### config.mk
export PLATFORM = sky130hd
export DESIGN_NAME = ex_stage
export DESIGN_NICKNAME = d
export VERILOG_FILES = /design/src/rtl/ex_stage.sv
export SDC_FILE = /design/constraint.sdc
export NUM_CORES = 1
export LEC_CHECK = 0
export ABC_CLOCK_PERIOD_IN_PS = 7000
export BUFFER_PORTS_ARGS = -buffer_cell sky130_fd_sc_hd__buf_2
export CORE_MARGIN = 5
export CORE_UTILIZATION = 55
export CTS_CLUSTER_DIAMETER = 50
export DETAILED_ROUTE_END_ITERATION = 12
export PLACE_DENSITY = 0.84
export REMOVE_ABC_BUFFERS = 1
export SYNTH_ARGS = -nofsm -noshare
export SYNTH_HDL_FRONTEND = slang
export SYNTH_SLANG_ARGS = --single-unit
### constraint.sdc
create_clock -name clk -period 7 [get_ports clk]
set_clock_uncertainty 0.2 [all_clocks]
set_input_delay 0 -clock clk [delete_from_list [all_inputs] [get_ports clk]]
set_output_delay 0 -clock clk [all_outputs]
set_load 0.03 [all_outputs]
### src/rtl/ex_stage.sv
// ex_stage: execute stage of the 16-bit pipeline.
// Computes ALUResult/R15Result. Single-cycle ops are combinational. Signed MUL and DIV
// run on a shared iterative datapath with one step per cycle, for ITER cycles in total.
// While a MUL/DIV runs, the stage holds the front of the pipeline with `stall`.
// Ports:
//   clk, rst            clock, synchronous active-high reset
//   inValid, aluOp      instruction valid, operation select
//   op1Val, op2Val      operands
//   regOp1/2, wb, mem   passed through (wb/mem gated)
//   ALUResult, R15Result primary / secondary result
//   outOp1Val.. outMem  pass-through outputs
//   stall               freeze PC, IF/ID, ID/EX
//   o_dbg_state         current FSM state (0 IDLE, 1 BUSY, 2 DONE)
// Handshake: an instruction is a request while inValid=1. While stall=1 the upstream
// holds every input stable. Results are consumed by EX/MEM on any edge where stall=0.
module ex_stage #(
  parameter int WIDTH = 16,
  parameter int ITER  = 16
) (
  input  logic             clk,
  input  logic             rst,
  input  logic             inValid,
  input  logic [3:0]       aluOp,
  input  logic [WIDTH-1:0] op1Val,
  input  logic [WIDTH-1:0] op2Val,
  input  logic [3:0]       regOp1,
  input  logic [3:0]       regOp2,
  input  logic             wb,
  input  logic             mem,
  output logic [WIDTH-1:0] ALUResult,
  output logic [WIDTH-1:0] R15Result,
  output logic [WIDTH-1:0] outOp1Val,
  output logic [WIDTH-1:0] outOp2Val,
  output logic [3:0]       outRegOp1,
  output logic [3:0]       outRegOp2,
  output logic             outWB,
  output logic             outMem,
  output logic             stall,
  output logic [1:0]       o_dbg_state
);

  typedef enum logic [1:0] {S_IDLE = 2'd0, S_BUSY = 2'd1, S_DONE = 2'd2} state_t;

  localparam logic [3:0] OP_ADD = 4'd0, OP_SUB = 4'd1, OP_AND = 4'd2, OP_OR  = 4'd3,
                         OP_SLL = 4'd4, OP_SRL = 4'd5, OP_SRA = 4'd6, OP_MUL = 4'd7,
                         OP_DIV = 4'd8;
  localparam int               CNT_W = $clog2(ITER) + 1;
  localparam logic [CNT_W-1:0] LAST  = CNT_W'(ITER - 1);

  state_t           r_state;
  logic [CNT_W-1:0] r_cnt;
  logic [WIDTH-1:0] r_hi;      // product high half / partial remainder
  logic [WIDTH-1:0] r_lo;      // multiplier bits / dividend-then-quotient bits
  logic [WIDTH-1:0] r_b;       // multiplicand / divisor magnitude
  logic             r_is_div;
  logic             r_neg_q;   // negate product or quotient
  logic             r_neg_r;   // negate remainder (dividend was negative)
  logic [WIDTH-1:0] r_res_lo;
  logic [WIDTH-1:0] r_res_hi;

  logic [WIDTH-1:0]   w_comb_res;
  logic               w_start;
  logic [WIDTH-1:0]   w_mag1, w_mag2;
  logic [WIDTH:0]     w_mul_sum;
  logic [WIDTH:0]     w_div_shift;
  logic [WIDTH+1:0]   w_div_diff;
  logic               w_div_ok;
  logic [WIDTH-1:0]   w_step_hi, w_step_lo;
  logic [2*WIDTH-1:0] w_prod_mag, w_prod;
  logic [WIDTH-1:0]   w_quot, w_rem;

  // Single-cycle ALU; MUL/DIV show 0 here since their result only appears in DONE.
  always_comb begin
    w_comb_res = '0;
    case (aluOp)
      OP_ADD:         w_comb_res = op1Val + op2Val;
      OP_SUB:         w_comb_res = op1Val - op2Val;
      OP_AND:         w_comb_res = op1Val & op2Val;
      OP_OR:          w_comb_res = op1Val | op2Val;
      OP_SLL:         w_comb_res = op1Val << op2Val[3:0];
      OP_SRL:         w_comb_res = op1Val >> op2Val[3:0];
      OP_SRA:         w_comb_res = $signed(op1Val) >>> op2Val[3:0];
      OP_MUL, OP_DIV: w_comb_res = '0;
      default:        w_comb_res = op2Val;
    endcase
  end

  assign w_start = (r_state == S_IDLE) && inValid && (aluOp == OP_MUL || aluOp == OP_DIV);

  // Magnitudes as unsigned values; -32768 maps to 0x8000, which is still exact.
  assign w_mag1 = op1Val[WIDTH-1] ? (~op1Val + 1'b1) : op1Val;
  assign w_mag2 = op2Val[WIDTH-1] ? (~op2Val + 1'b1) : op2Val;

  // Shift-add multiply step: add the multiplicand into the high half when the current
  // multiplier bit is set, then shift {hi, lo} right by one.
  assign w_mul_sum = {1'b0, r_hi} + (r_lo[0] ? {1'b0, r_b} : '0);

  // Restoring divide step: shift the next dividend bit into the remainder and subtract.
  // The 18-bit difference has a clear top bit exactly when the subtraction fits.
  assign w_div_shift = {r_hi, r_lo[WIDTH-1]};
  assign w_div_diff  = {1'b0, w_div_shift} - {2'b00, r_b};
  assign w_div_ok    = ~w_div_diff[WIDTH+1];

  always_comb begin
    if (r_is_div) begin
      w_step_hi = w_div_ok ? w_div_diff[WIDTH-1:0] : w_div_shift[WIDTH-1:0];
      w_step_lo = {r_lo[WIDTH-2:0], w_div_ok};
    end else begin
      w_step_hi = w_mul_sum[WIDTH:1];
      w_step_lo = {w_mul_sum[0], r_lo[WIDTH-1:1]};
    end
  end

  // Sign correction on the values produced by the final step.
  assign w_prod_mag = {w_step_hi, w_step_lo};
  assign w_prod     = r_neg_q ? (~w_prod_mag + 1'b1) : w_prod_mag;
  assign w_quot     = r_neg_q ? (~w_step_lo + 1'b1) : w_step_lo;
  assign w_rem      = r_neg_r ? (~w_step_hi + 1'b1) : w_step_hi;

  always_ff @(posedge clk) begin
    if (rst) begin
      r_state  <= S_IDLE;
      r_cnt    <= '0;
      r_hi     <= '0;
      r_lo     <= '0;
      r_b      <= '0;
      r_is_div <= 1'b0;
      r_neg_q  <= 1'b0;
      r_neg_r  <= 1'b0;
      r_res_lo <= '0;
      r_res_hi <= '0;
    end else begin
      case (r_state)
        S_IDLE: begin
          if (w_start) begin
            r_cnt    <= '0;
            r_hi     <= '0;
            r_lo     <= w_mag1;
            r_b      <= w_mag2;
            r_is_div <= (aluOp == OP_DIV);
            r_neg_q  <= op1Val[WIDTH-1] ^ op2Val[WIDTH-1];
            r_neg_r  <= op1Val[WIDTH-1];
            if (aluOp == OP_DIV && op2Val == '0) begin
              r_res_lo <= '1;
              r_res_hi <= op1Val;
              r_state  <= S_DONE;
            end else begin
              r_state  <= S_BUSY;
            end
          end
        end
        S_BUSY: begin
          r_hi  <= w_step_hi;
          r_lo  <= w_step_lo;
          r_cnt <= r_cnt + 1'b1;
          if (r_cnt == LAST) begin
            r_res_lo <= r_is_div ? w_quot : w_prod[WIDTH-1:0];
            r_res_hi <= r_is_div ? w_rem  : w_prod[2*WIDTH-1:WIDTH];
            r_state  <= S_DONE;
          end
        end
        // The held instruction is not a new request; always release the pipeline.
        S_DONE:  r_state <= S_IDLE;
        default: r_state <= S_IDLE;
      endcase
    end
  end

  assign stall       = w_start || (r_state == S_BUSY);
  assign ALUResult   = (r_state == S_DONE) ? r_res_lo : w_comb_res;
  assign R15Result   = (r_state == S_DONE) ? r_res_hi : '0;
  assign outOp1Val   = op1Val;
  assign outOp2Val   = op2Val;
  assign outRegOp1   = regOp1;
  assign outRegOp2   = regOp2;
  assign outWB       = wb  & inValid & ~stall;
  assign outMem      = mem & inValid & ~stall;
  assign o_dbg_state = r_state;

endmodule

---- After elaboration in Yosys (flattened, before gate mapping) ----
Cells that the tools add are included.
storage, ports and cells
  bits in latches ......................... 0
  bits in registers ....................... 90
  memories ................................ 0
  bits of input ports ..................... 49
  memory bits (writable) .................. 0
  ROM bits ................................ 0
  output and inout port bits .............. 77
operators by class
  add/subtract/negate cells ............... 10
  reductions and logical operators ........ 14
  $lt $le $gt $ge ......................... 0
  div/mod/pow operators ................... 0
  shift operators ......................... 3
  multipliers ............................. 0
  multiplexer cells ....................... 32
  bitwise gates (word level) .............. 14
  eq/ne operators ......................... 14
operators with widths
  kind                                           count
  2-to-1 mux 16 bit                              20
  one-hot mux 16 bit (2 select lines)            4
  one-hot mux 16 bit (8 select lines)            1
  adder 16 x 1 -> 16 bit, second input constant  4
  NOT 16 bit                                     4
  adder 32 x 1 -> 32 bit, second input constant  1
  2-to-1 mux 32 bit                              1
  NOT 32 bit                                     1
  subtractor 17 x 16 -> 18 bit                   1
  adder 16 x 16 -> 17 bit                        1
  adder 16 bit                                   1
  bitwise AND 16 bit                             1
  == test 4 x 3 -> 1 bit, second input constant  4
  zero test 16 bit                               1
  OR 16 bit                                      1
  left shift 16 x 4 -> 16 bit                    1
  >> shifter 16 x 4 -> 16 bit                    1
  >>> shifter 16 x 4 -> 16 bit                   1
  subtractor 16 bit                              1
  one-hot mux 5 bit (2 select lines)             1
  == test 4 x 2 -> 1 bit, second input constant  2
  2-to-1 mux 2 bit                               3
  AND reduction 2 bit                            3
  adder 5 x 1 -> 5 bit, second input constant    1
  other kinds (19)                               27

---- Depth between registers and ports, before layout ----
  depth in word-level cells ............... 9
  mapped depth ............................ 21
  mapped depth without buffers ............ 20

---- Least setup slack after synthesis ----
No wires, ideal clock.
  path type ............................... flip-flop to flip-flop
  start point ............................. register r_is_div
  end point ............................... register r_res_hi[10]
  buffers on the path ..................... 8
  slack ................................... 2.047 ns
  clock period less this slack ............ 4.953 ns
  cell stages (with the launch flop) ...... 22
  setup time .............................. 0.126 ns
  arrival ................................. 4.626 ns
  required time ........................... 6.674 ns
  path through ............................ dfxtp_1 buf_2 buf_2 buf_2 clkbuf_1 clkbuf_1 buf_1 clkbuf_1 clkbuf_1 nand2_1 o21ai_0 ha_1 o21ai_0 or2_2 nor3_1 nand2_1 o21ai_0 nand2_1 nor4_1 mux2i_1 a311oi_1 a21oi_1
on the way
  word-level cells in the longest chain between the ends .. 7
  elaborated cells between the ends (all ways) .. 11
  those cells by class .................... add/sub: 2; mux: 7; bitwise: 2
RTL lines
  element                                                                  line      text
  from (decl)                                                              55        logic r_is_div;
  from (signal assigned)                                                   140       r_is_div <= (aluOp == OP_DIV);
  2-to-1 mux 16 bit                                                        105       if (r_is_div) begin
  NOT 32 bit / NOT 16 bit (equally long branches)                          116, 118
  adder 32 x 1 -> 32 bit / adder 16 x 1 -> 16 bit (equally long branches)  116, 118
  2-to-1 mux 32 bit / 2-to-1 mux 16 bit (equally long branches)            116, 118
  2-to-1 mux 16 bit *                                                      158       r_res_hi <= r_is_div ? w_rem : w_prod[2*WIDTH-1:WIDTH];
  2-to-1 mux 16 bit *                                                      156       if (r_cnt == LAST) begin
  one-hot mux 16 bit (2 select lines) *                                    133       case (r_state)
  to (signal assigned)                                                     145       r_res_hi <= op1Val;
  to (signal assigned)                                                     158
  to (decl)                                                                59        logic [WIDTH-1:0] r_res_hi;
Mark *: on every way between the ends. The rest lies on a longest branch, timed or not. The select of a mux whose other input is x is not followed.
A chain may end at the register's enable or synchronous reset.

---- Worst setup path after layout ----
  start point ............................. register r_b[8]
  end point ............................... register r_res_hi[10]
on the way
  word-level cells in the longest chain between the ends .. 9
  elaborated cells between the ends (all ways) .. 16
  those cells by class .................... add/sub: 4; mux: 9; bitwise: 3
RTL lines
  element                                                                   line      text
  from (decl)                                                               54        logic [WIDTH-1:0] r_b;
  from (signal assigned)                                                    139       r_b <= w_mag2;
  subtractor 17 x 16 -> 18 bit / 2-to-1 mux 16 bit (equally long branches)  101, 96
  2-to-1 mux 16 bit (tied with other cells)                                 106       w_step_hi = w_div_ok ? w_div_diff[WIDTH-1:0] : w_div_shift[WIDTH-1:0];
  2-to-1 mux 16 bit                                                         105
  NOT 32 bit / NOT 16 bit (equally long branches)                           116, 118
  adder 32 x 1 -> 32 bit / adder 16 x 1 -> 16 bit (equally long branches)   116, 118
  2-to-1 mux 32 bit / 2-to-1 mux 16 bit (equally long branches)             116, 118
  2-to-1 mux 16 bit *                                                       158
  2-to-1 mux 16 bit *                                                       156
  one-hot mux 16 bit (2 select lines) *                                     133
Marks and branches as above.

==> metrics <==
Synth Instances 1510; Most Crowded Layer GR met2; EDFF count, synth 0; most common cell in the netlist nor2_1; Tcrit/Tclk final 0.780; drt drc 0; Hold Crit Class primary input to register; first drt pass iteration count 8; CTS Buffer Depth 2; Die ar. between 0.02 and 0.025 mm2; gpl congestion 1.02; CTS tree done; RR Startpoint r_b[8]; post-route cell area 0.0113 mm2; total core area around 0.019 mm2; pin count of the biggest net entering global routing 85; achievable frequency 183 MHz; post-synthesis sequential area ratio 0.172; Reg2Reg Setup Slack 1.54 ns; H-tree Lvls 3; Final Util 0.606; Post-CTS Setup Inserts 0; Synth Flop Type dfxtp_1; area added between synthesis and finish 8.11%; Critical Path RT between 7 and 8 ns; placed inst area approximately 0.011 mm2; placed cells approximately 1.7k; Seq pwr share 0.324; Clock Power Share 0.320; # fillers around 1.7k; clock period minus worst slack 5.46 ns; DR WL/cell approximately 21 um; vias per cell about 6.7; Worst Hold Endpoint r_res_hi[13]; leakage power approximately 0.0047 uW; routing usage on met3 0.0570; Root Buffer clkbuf_16; Reg2Reg Depth 20; dominant cells by area after synthesis dfxtp_1 17%, ha_1 7.0%, nor2_1 6.3%, nand2_1 6.1%, a21oi_1 4.9%; register area between 0.0015 and 0.002 mm2; cell taking the most area after synthesis dfxtp_1; Post-Layout Cell Count roughly 1.8k; GR Util met1 0.435; worst-path fanout max 9; critical path class register to register; chip height 148 um; gr usage total 0.327; Hold Path Depth 3; Combinational Power Share 0.356; hold wc startpoint op1Val[13]; clk sinks 90; PostCTS Resize Cnt 0; Max IR drop VDD around 0.11 mV; Internal Power 1040 uW; outcome completed; unrepaired setup endpoints after global routing no; met2 Use GR 0.506; initial antenna violation count 0; total wire length approximately 37 mm; I/O Buffers roughly 110; share of cells above drive strength 1 0.125; Num CTS Buffers 9; Mapped Area 0.0105 mm2; Fin Hold WS about 0.015 ns; Final HPWL DP 26.7 mm; grt ovf 0; Slew Limit Fails 0; share of flip-flops with an asynchronous set or reset 0; First DRT Iteration DRCs 1639; # setup viols final 0; Ant. Diodes 0; Power Dens Cells approximately 150 mW/mm2; die width approximately 150 um; num ports between 100 and 150; Clk pin slew, worst setup/hold paths around 0.07 ns; hold_buf cts 30; Yosys warning count 0; number of global-route vias before repair between 10k and 15k; TNS Setup 0 ns; Synth cell types 81; Clk Latency, worst-skew pair approximately 0.36 ns; routed vias approximately 12k; P_sw between 600 and 700 uW; Synth top area share 0.172; Initial Utilization 0.560; # rows 50; Crit path arrival time 5.49 ns; Crit. End Element register; switching share of power 0.372; first-pass GRT wire length between 50 and 60 mm; Commonest cells post-synth 175 x nor2_1, 170 x nand2_1, 102 x a21oi_1, 101 x o21ai_0, 99 x clkbuf_1; Worst setup SP type register; area of the multi-input gates 0.00778 mm2; nets approximately 1.6k; post-synthesis area per instance between 6 and 7 um2; synthesis-stage register bit count 90; Routed Antenna Nets 0; Slew headroom 0.0937; r2r endpoint r_res_hi[10]; Final Hold Fails 0; max-cap viol count 0; Slew @ Worst Pin 1.35 ns
## sequential cells by signal, indices dropped and copies added, names as in the netlist
| name | count |
|---|---|
| r_neg_r | 1 |
| r_lo | 16 |
| o_dbg_state | 2 |
| r_neg_q | 1 |
| r_res_hi | 16 |
| r_is_div | 1 |
| r_b | 16 |
| r_res_lo | 16 |
| r_hi | 16 |
| r_cnt | 5 |
## cell type report
cell class              count  share of cell area
multi-input cells        1220               0.687
flip-flops and latches     90               0.159
repair buffers            157              0.0866
well taps                 234              0.0258
clock buffers              11              0.0205
inverters                  44              0.0146
clock inverters             4             0.00674
## worst max path at each step
stage | endpoint | startpoint | depth (start not counted)
final | r_res_hi[10] | r_b[8] | 20
after global routing | r_res_hi[10] | r_b[8] | 20
after CTS | r_res_hi[10] | r_b[8] | 20
after detailed placement | r_res_hi[10] | r_b[8] | 20
after global placement | r_res_hi[10] | r_b[8] | 20
after floorplan | r_res_hi[15] | r_is_div | 9
## worst max-delay path, cell delays in order, from the launching register on
cell	delay (ns)
dfxtp_1	0.34
inv_1	0.05
ha_1	0.34
a21oi_2	0.27
nand2_1	0.08
or4_4	0.45
and3_1	0.27
nor2_4	0.25
nand2_1	0.15
o21ai_0	0.16
ha_1	0.21
o21ai_0	0.13
or2_2	0.33
nor3_1	0.36
nand2_1	0.12
o21ai_0	0.47
nand2_1	0.18
nor4_1	0.46
mux2i_1	0.15
a311oi_1	0.27
a21oi_1	0.09
## power by group through the flow
stage               clock, uW  sequential [uW]  combinational (uW)
floorplan                   0              542                 341
global placement            0              545                 541
detailed placement          0              545                 549
CTS                       526              534                 570
global route              548              535                 628
finish                    528              534                 586
## layer usage
metal	up-vias	share of wire
li1	5423	-
met1	5396	0.39
met2	792	0.43
met3	155	0.12
met4	0	0.058
met5	-	0
## kinds of logic (layout without fill, tap and decap cells)
logic type      count (synthesis)  after routing  share of synthesized area
fa+ha+maj                      62             62                     0.0762
buf+inv                       200            216                     0.0879
simple gates                  572            572                      0.254
xor+xnor                       91             91                     0.0761
compound gates                446            446                      0.280
flops                          90             90                      0.172
mux                            49             49                     0.0534
## cells in the final DEF, fill, tap and decap left out, types with 8 or more instances in the layout
master	count
a211oi_1	26
a21o_1	19
a21oi_1	101
a22oi_1	17
a311oi_1	16
a31oi_1	25
and2_1	40
and3_1	9
buf_2	109
buf_4	18
clkbuf_16	9
dfxtp_1	89
dlygate4sd3_1	30
ha_1	59
inv_1	42
mux2_2	15
mux2i_1	30
nand2_1	170
nand2b_1	20
nand3_1	36
nor2_1	174
nor2b_1	11
nor3_1	47
nor4_1	9
o2111ai_1	20
o211ai_1	15
o21ai_0	101
o22ai_1	16
o31ai_1	14
or2_2	8
or3_1	20
xnor2_1	44
xor2_1	47
## metrics by stage
stage	setup slack, ns	total power (uW)
final	1.54	1650
after global routing	1.10	1710
after CTS	1.69	1630
after detailed placement	1.72	1090
after global placement	1.93	1090
after floorplan	1.79	882
Note: power is estimated with default switching activity, not from simulation.
